`src/rtl/instr_sequencer_if.sv`:
```
// Instruction-memory fetch bus: one-cycle request with address, later read-data valid.
interface instr_sequencer_if #(
    parameter int unsigned ADDR_W = 16
);
    logic              imem_req;
    logic [ADDR_W-1:0] imem_addr;
    logic              imem_rvalid;
    logic [31:0]       imem_rdata;

    modport master (
        output imem_req,
        output imem_addr,
        input  imem_rvalid,
        input  imem_rdata
    );

    modport slave (
        input  imem_req,
        input  imem_addr,
        output imem_rvalid,
        output imem_rdata
    );
endinterface

```
`src/rtl/instr_sequencer.sv`:
```
// Fetch/issue controller: PC, instruction fetch handshake, BEQ/J resolution,
// HALT-word and fetch-timeout stop for the single-cycle CPU.
module instr_sequencer #(
    parameter int unsigned       ADDR_W    = 16,
    parameter logic [ADDR_W-1:0] RESET_PC  = '0,
    parameter int unsigned       TIMEOUT   = 15,
    parameter logic [31:0]       HALT_WORD = 32'hFFFF_FFFF
) (
    input  logic                clk,
    input  logic                rst,
    input  logic                start,
    instr_sequencer_if.master   imem,
    output logic [31:0]         cpu_instr,
    output logic                cpu_issue,
    input  logic                cpu_zero,
    output logic [ADDR_W-1:0]   pc,
    output logic                busy,
    output logic                halted,
    output logic                err,
    output logic [15:0]         instr_count
);
    localparam int unsigned TMR_W     = 8;
    localparam logic [5:0]  OP_BEQ    = 6'b000100;
    localparam logic [5:0]  OP_J      = 6'b000010;
    localparam logic [TMR_W-1:0] TMR_LAST = TMR_W'(TIMEOUT - 1);

    typedef enum logic [2:0] {
        S_IDLE,
        S_FETCH,
        S_WAIT,
        S_EXEC,
        S_HALT
    } state_t;

    state_t            state;
    logic [31:0]       ir;
    logic [TMR_W-1:0]  timer;

    logic [ADDR_W-1:0] pc4;
    logic [31:0]       pc4_ext;
    logic [31:0]       br_off;
    logic [ADDR_W-1:0] pc_br;
    logic [ADDR_W-1:0] pc_j;
    logic [ADDR_W-1:0] pc_next;

    // Issue decode is combinational so cpu_zero can feed back within EXEC.
    always_comb begin
        cpu_issue = (state == S_EXEC);
        cpu_instr = cpu_issue ? ir : 32'h0000_0000;
    end

    // Next-PC selection; all arithmetic wraps modulo 2^ADDR_W.
    always_comb begin
        pc4     = ADDR_W'(pc + ADDR_W'(4));
        pc4_ext = 32'(pc4);
        br_off  = {{14{ir[15]}}, ir[15:0], 2'b00};
        pc_br   = ADDR_W'(pc4_ext + br_off);
        pc_j    = ADDR_W'({pc4_ext[31:28], ir[25:0], 2'b00});
        pc_next = pc4;
        if (ir[31:26] == OP_BEQ && cpu_zero) begin
            pc_next = pc_br;
        end else if (ir[31:26] == OP_J) begin
            pc_next = pc_j;
        end
    end

    always_ff @(posedge clk) begin
        if (rst) begin
            state          <= S_IDLE;
            pc             <= RESET_PC;
            imem.imem_req  <= 1'b0;
            imem.imem_addr <= '0;
            ir             <= '0;
            timer          <= '0;
            busy           <= 1'b0;
            halted         <= 1'b0;
            err            <= 1'b0;
            instr_count    <= '0;
        end else begin
            imem.imem_req <= 1'b0;
            case (state)
                S_IDLE, S_HALT: begin
                    if (start) begin
                        state          <= S_FETCH;
                        pc             <= RESET_PC;
                        err            <= 1'b0;
                        instr_count    <= '0;
                        imem.imem_req  <= 1'b1;
                        imem.imem_addr <= RESET_PC;
                        busy           <= 1'b1;
                        halted         <= 1'b0;
                    end
                end
                S_FETCH: begin
                    timer <= '0;
                    state <= S_WAIT;
                end
                S_WAIT: begin
                    // Data arriving on the last timer cycle still wins over the timeout.
                    if (imem.imem_rvalid) begin
                        ir <= imem.imem_rdata;
                        if (imem.imem_rdata == HALT_WORD) begin
                            state  <= S_HALT;
                            busy   <= 1'b0;
                            halted <= 1'b1;
                        end else begin
                            state <= S_EXEC;
                        end
                    end else if (timer == TMR_LAST) begin
                        err    <= 1'b1;
                        state  <= S_HALT;
                        busy   <= 1'b0;
                        halted <= 1'b1;
                    end else begin
                        timer <= timer + TMR_W'(1);
                    end
                end
                S_EXEC: begin
                    if (instr_count != 16'hFFFF) begin
                        instr_count <= instr_count + 16'd1;
                    end
                    pc             <= pc_next;
                    imem.imem_req  <= 1'b1;
                    imem.imem_addr <= pc_next;
                    state          <= S_FETCH;
                end
                default: begin
                    state <= S_IDLE;
                end
            endcase
        end
    end
endmodule

```
`src/flat_wrapper.sv`:
```
// flat-port wrapper written by rule: the top's interface ports become plain ports
module instr_sequencer_flat 
#(
    parameter int unsigned       ADDR_W    = 16,
    parameter logic [ADDR_W-1:0] RESET_PC  = '0,
    parameter int unsigned       TIMEOUT   = 15,
    parameter logic [31:0]       HALT_WORD = 32'hFFFF_FFFF
)
  (clk, rst, start, cpu_instr, cpu_issue, cpu_zero, pc, busy, halted, err, instr_count, imem_imem_req, imem_imem_addr, imem_imem_rvalid, imem_imem_rdata);
  instr_sequencer_if #(.ADDR_W(ADDR_W)) imem_i ();
  input  logic clk;
  input  logic rst;
  input  logic start;
  output logic [31:0] cpu_instr;
  output logic cpu_issue;
  input  logic cpu_zero;
  output logic [ADDR_W-1:0] pc;
  output logic busy;
  output logic halted;
  output logic err;
  output logic [15:0] instr_count;
  output wire logic [$bits(imem_i.imem_req)-1:0] imem_imem_req;
  output wire logic [$bits(imem_i.imem_addr)-1:0] imem_imem_addr;
  input wire logic [$bits(imem_i.imem_rvalid)-1:0] imem_imem_rvalid;
  input wire logic [$bits(imem_i.imem_rdata)-1:0] imem_imem_rdata;
  assign imem_imem_req = imem_i.imem_req;
  assign imem_imem_addr = imem_i.imem_addr;
  assign imem_i.imem_rvalid = imem_imem_rvalid;
  assign imem_i.imem_rdata = imem_imem_rdata;
  instr_sequencer #(.ADDR_W(ADDR_W), .RESET_PC(RESET_PC), .TIMEOUT(TIMEOUT), .HALT_WORD(HALT_WORD)) u_core (.clk(clk), .rst(rst), .start(start), .imem(imem_i), .cpu_instr(cpu_instr), .cpu_issue(cpu_issue), .cpu_zero(cpu_zero), .pc(pc), .busy(busy), .halted(halted), .err(err), .instr_count(instr_count));
endmodule
```
`config.mk`:
```
export PLATFORM = sky130hd
export DESIGN_NAME = instr_sequencer_flat
export DESIGN_NICKNAME = d
export VERILOG_FILES = /design/src/rtl/instr_sequencer_if.sv /design/src/rtl/instr_sequencer.sv /design/src/flat_wrapper.sv
export SDC_FILE = /design/constraint.sdc
export NUM_CORES = 1
export LEC_CHECK = 0
export BUFFER_PORTS_ARGS = -buffer_cell sky130_fd_sc_hd__clkbuf_2
export CAP_MARGIN = 20
export CELL_PAD_IN_SITES_DETAIL_PLACEMENT = 2
export CELL_PAD_IN_SITES_GLOBAL_PLACEMENT = 2
export CORE_MARGIN = 2
export CORE_UTILIZATION = 32
export DETAILED_ROUTE_END_ITERATION = 10
export PLACE_DENSITY_LB_ADDON = 0.1
export SETUP_SLACK_MARGIN = 0.3
export SYNTH_ARGS = -nofsm -noshare
export SYNTH_HDL_FRONTEND = slang
export SYNTH_SLANG_ARGS = --single-unit
export TNS_END_PERCENT = 30
```
`constraint.sdc`:
```
create_clock -name clk -period 4.85 [get_ports clk]
set_input_delay 1.455 -clock clk [delete_from_list [all_inputs] [get_ports clk]]
set_output_delay 1.455 -clock clk [all_outputs]
set_load 0.03 [all_outputs]
```
# Word-level counts from Yosys, hierarchy flattened
# Cells that the tools add are included.
# word_totals
register_bits	79
inputBits	37
output_inout_bits	85
wordCells	71
# op_classes
addsub	4
n_eq_ne	16
muxes	29
reduce_logical	13
# op_table
operator	count
$mux W16	4
$pmux W16 S2	2
$eq A32 B32 Y1 const B	1
$mux W32	1
$add A16 B1 Y16 const B	1
$add A16 B16 Y16	1
$add A16 B3 Y16 const B	1
$mux W8	2
$ne A16 B16 Y1 const B	1
$pmux W8 S2	1
$mux W3	4
$pmux W3 S4	1
$mux W1	10
$add A8 B1 Y8 const B	1
$eq A8 B4 Y1 const B	1
$pmux W1 S2	4
$reduce_and A4 Y1	2
$eq A3 B2 Y1 const B	2
$eq A6 B2 Y1 const B	1
$eq A6 B3 Y1 const B	1
$ne A2 B2 Y1 const B	3
$ne A3 B2 Y1 const B	2
$reduce_and A2 Y1	3
$reduce_and A3 Y1	2
other kinds (7)	10

# Logic depth before layout (Yosys ltp)
# depth
ltp_word	4
depth_mapped	11
ltp_nobuf	11

# Worst setup path after synthesis
# No wires, ideal clock.
# synth_path
path_type	register to output
startpoint	register u_core.state[2]
endpoint	output cpu_instr[22]
arrival_time_ns	1.783
required_ns	3.395
slack_ns	1.612
stages_incl_launch_ff	7
path_buffers	3
cell_sequence	dfxtp_1 clkbuf_2 nand3b_4 inv_1 clkbuf_1 clkbuf_1 and2_1
# synth_via
elab_chain_cells	2
# synth_rtl
element	line	rtl
start: declaration	instr_sequencer.sv:35	state_t state;
start signal: assignment	instr_sequencer.sv:69	state <= S_IDLE;
start signal: assignment	instr_sequencer.sv:84	state <= S_FETCH;
start signal: assignment	instr_sequencer.sv:96	state <= S_WAIT;
$eq A3 B2 Y1	instr_sequencer.sv:48	cpu_issue = (state == S_EXEC);
via cpu_issue	flat_wrapper.sv:15	output logic cpu_issue;
$mux W32	instr_sequencer.sv:49	cpu_instr = cpu_issue ? ir : 32'h0000_0000;
end: declaration	flat_wrapper.sv:14	output logic [31:0] cpu_instr;
# The timed path passes the listed nets, and every way through them passes these cells.

# Worst setup path after layout
# layout_path
startpoint	register u_core.state[0]
endpoint	output cpu_instr[0]
# layout_via
elab_chain_cells	2
# layout_rtl
element	line
$eq A3 B2 Y1	instr_sequencer.sv:48
$mux W32	instr_sequencer.sv:49
# No other way between the ends.

==> impl_results.md <==
- Ys Warns: 0
- Die height: around 130 µm
- Row cnt: between 40 and 50
- Status: completed
- Crit. End Element: primary output
- Dpl cell area: ~5300 µm²
- Critical path type: flop to primary output
- Critical path launch point type: flop
- Hold WC Path Type: flop to flop
- Final-report hold violation count: 0
- Final cell count without fillers: 894
- Post-CTS setup repair buffer count: 0
- Dpl cells: 877
- Syn-to-layout area delta: 18.2%
- Top Layer Used: met4
- Final wirelength: between 15000 and 20000 µm
- WL met3: 748 µm
- Mapped Area: 4750 µm²
- Required @ worst endpoint: between 3000 and 4000 ps
- Final worst path period share: 0.750
- Clk slew on worst S/H paths: 60 ps
- Fraction of layout cells with a size suffix above 1: 0.211
- Avg WL per Cell: roughly 19 µm
- Reg2reg setup slack: 1570 ps
- Maximum buffer depth of the clock tree: 2
- GRT overflow: 0
- Post-route core utilization: 0.386
- Post-synthesis sequential area ratio: 0.325
- Port Buffer Count: 117
- Top FF cell, synth: dfxtp_1
- Tot Pwr: between 1.5 and 2 mW
- Largest net degree at the start of global routing: 37
- Number of synthesized flops with an enable pin: 0
- Slew Viols, Final: 0
- Final Setup Violations: 0
- Half-perimeter wire length after placement: 12500 µm
- Syn_area_per_cell: approximately 7.7 µm²
- Share of power burned in registers: 0.428
- Via density: about 5.3
- Antenna violation net count after detailed routing: 0
- Gate power share: 0.191
- Placer Congestion: between 0.8 and 0.9
- Slew margin rel.: 0.371
- Most common cell in the netlist: nand2_1
- Root buffer cell: clkbuf_16
- Cell taking the most area after synthesis: dfxtp_1
- Library cells used by synthesis: 65
- Clock period minus worst slack: 3640 ps
- Max Freq: 275 MHz
- PwrDens: between 200 and 300 nW/µm²
- Finished Cell Area: 5610 µm²
- Antenna diodes: 0
- Die Area: 15800 µm²
- Leak Pwr: approximately 2.4 nW
- Num Clock Sinks: 77
- Synth async-reset ratio: 0
- Post-CTS resize count: 0
- Core footprint: 14500 µm²
- M1 wire length: 7850 µm
- Io pins: 122
- Htree depth: 3
- DIE WIDTH: roughly 130 µm
- Clock network fraction of total power: 0.381
- Nets: 761
- Synth Instances: 615
- First-pass GRT wire length: between 20000 and 30000 µm
- Worst-margin pin slew: slightly above 900 ps
- Vias in the first global route: approximately 4800
- Switch Pwr: about 0.54 mW
- Critical-path maximum fanout: 34
- Synth top area cells: dfxtp_1 32%, nand2_1 7.8%, a21oi_1 6.6%, and2_1 5.3%, ha_1 4.7%
- CTS tree: built
- Worst vdd rail ir drop: between 0.15 and 0.2 mV
- P_int: between 1 and 1.5 mW
- Hold_buf cts: 0
- Arr. time, crit path: ~2200 ps
- RSZ-0062 raised after global routing: no
- DR WL met2: a little under 8000 µm
- Max-cap violations: 0
- Switching share of power: 0.326
- Worst Skew: 5.31 ps
- Initial Utilization: 0.327
- DRC viols: 0
- #FFs+latches synth: 77
- Synth cell count leaders: 98 x nand2_1, 77 x dfxtp_1, 63 x a21oi_1
- Via Count: about 4700
- Setup TNS Final: 0 ps
- Num CTS Buffers: 9
- DRT Pass-1 Iters: 4
- Initial antenna violation count: 0
- GRT Total Usage: 0.210
- Worst skew pair latency: 350 ps
- Share of the synthesized area in the top cell type: 0.325
- Initial DRC count: 143
## area by class of cell
| class | instances | area, µm² |
|---|---|---|
| fill | 1747 | 8920 |
| multi-input combinational | 480 | 2880 |
| sequential | 77 | 1540 |
| timing repair buffer | 121 | 636 |
| clock buffer | 12 | 236 |
| tap | 184 | 230 |
| inverter | 16 | 60.1 |
| clock inverter | 4 | 25.0 |
## critical path, stage by stage (launching register included)
cell      delay (ps)
dfxtp_1          540
nand3b_4         170
inv_1            650
and2_1           260
clkbuf_2         210
## power by group through the flow
stage | logic [mW] | registers (mW) | clock network [mW]
6_report | 0.315 | 0.705 | 0.627
5_1_grt | 0.348 | 0.710 | 0.677
4_1_cts | 0.313 | 0.704 | 0.648
3_5_place_dp | 0.311 | 0.718 | 0
3_3_place_gp | 0.299 | 0.715 | 0
2_1_floorplan | 0.217 | 0.717 | 0
## sequential cells by signal, indices dropped and copies added (netlist names)
signal,count
u_core.busy,1
u_core.err,1
u_core.halted,1
u_core.imem.imem_addr,14
u_core.imem.imem_req,1
u_core.instr_count,16
u_core.ir,32
u_core.state,3
u_core.timer,8
## through the flow
stage | hold WS (ps) | setup slack, ps
6_report | 452 | 1210
4_1_cts | 459 | 1140
3_5_place_dp | 451 | 1270
3_3_place_gp | 441 | 1370
2_1_floorplan | 432 | 1610
5_1_grt | 478 | 1000
## cells in the final DEF (no fill, tap or decap), types with 3 or more instances in the layout
| master | Yosys | final |
|---|---|---|
| buf_4 | 19 | 3 |
| a211oi_1 | 7 | 7 |
| nor2b_1 | 3 | 3 |
| mux2i_1 | 5 | 5 |
| clkbuf_16 | 0 | 9 |
| xor2_1 | 19 | 19 |
| a221o_1 | 3 | 3 |
| clkbuf_2 | 1 | 117 |
| o31ai_1 | 3 | 3 |
| inv_1 | 16 | 16 |
| nand3_1 | 16 | 16 |
| and3_1 | 5 | 5 |
| nand2b_1 | 11 | 11 |
| nand3b_1 | 4 | 4 |
| or2_2 | 4 | 4 |
| nor2_1 | 57 | 57 |
| xnor2_1 | 18 | 18 |
| dfxtp_1 | 77 | 77 |
| and2_1 | 40 | 40 |
| o211ai_1 | 3 | 3 |
| a21oi_1 | 63 | 63 |
| nor4_1 | 5 | 5 |
| o21ai_0 | 10 | 10 |
| clkbuf_1 | 19 | 3 |
| o21bai_1 | 3 | 3 |
| and4_1 | 3 | 3 |
| ha_1 | 18 | 18 |
| a21o_1 | 3 | 3 |
| o21a_1 | 7 | 7 |
| nand2_1 | 98 | 98 |
| nor3_1 | 11 | 11 |
| conb_1 | 1 | 4 |
| nand4_1 | 20 | 20 |
## logic make-up after synthesis
logic type	Yosys count	synth area share
muxes	6	0.0129
DFF	77	0.325
AOI/OAI and AO/OA	129	0.177
xor gates and xnor gates	37	0.0683
other	1	0.000790
buffers and inverters	61	0.0704
adders and majority gates	19	0.0517
and+or+nand+nor	285	0.294
## worst paths after layout
| path | start | end | depth (start not counted) |
|---|---|---|---|
| max | u_core.state[0]$_SDFFE_PP0P_ | cpu_instr[0] | 4 |
| min | u_core.ir[17]$_SDFFE_PP0P_ | u_core.ir[17]$_SDFFE_PP0P_ | 2 |
| max reg2reg | u_core.imem.imem_addr[2]$_SDFFE_PP0P_ | u_core.imem.imem_addr[14]$_SDFFE_PP0P_ | 11 |
| min reg2reg | u_core.ir[17]$_SDFFE_PP0P_ | u_core.ir[17]$_SDFFE_PP0P_ | 2 |
## layer usage
| layer | track usage | vias to the layer above |
|---|---|---|
| met2 | 0.350 | 89 |
| met1 | 0.279 | 2316 |
| li1 | - | 2287 |
| met5 | 0 | - |
| met4 | 0.0407 | 0 |
| met3 | 0.0514 | 6 |
Power figures use the tool's default switching activity.
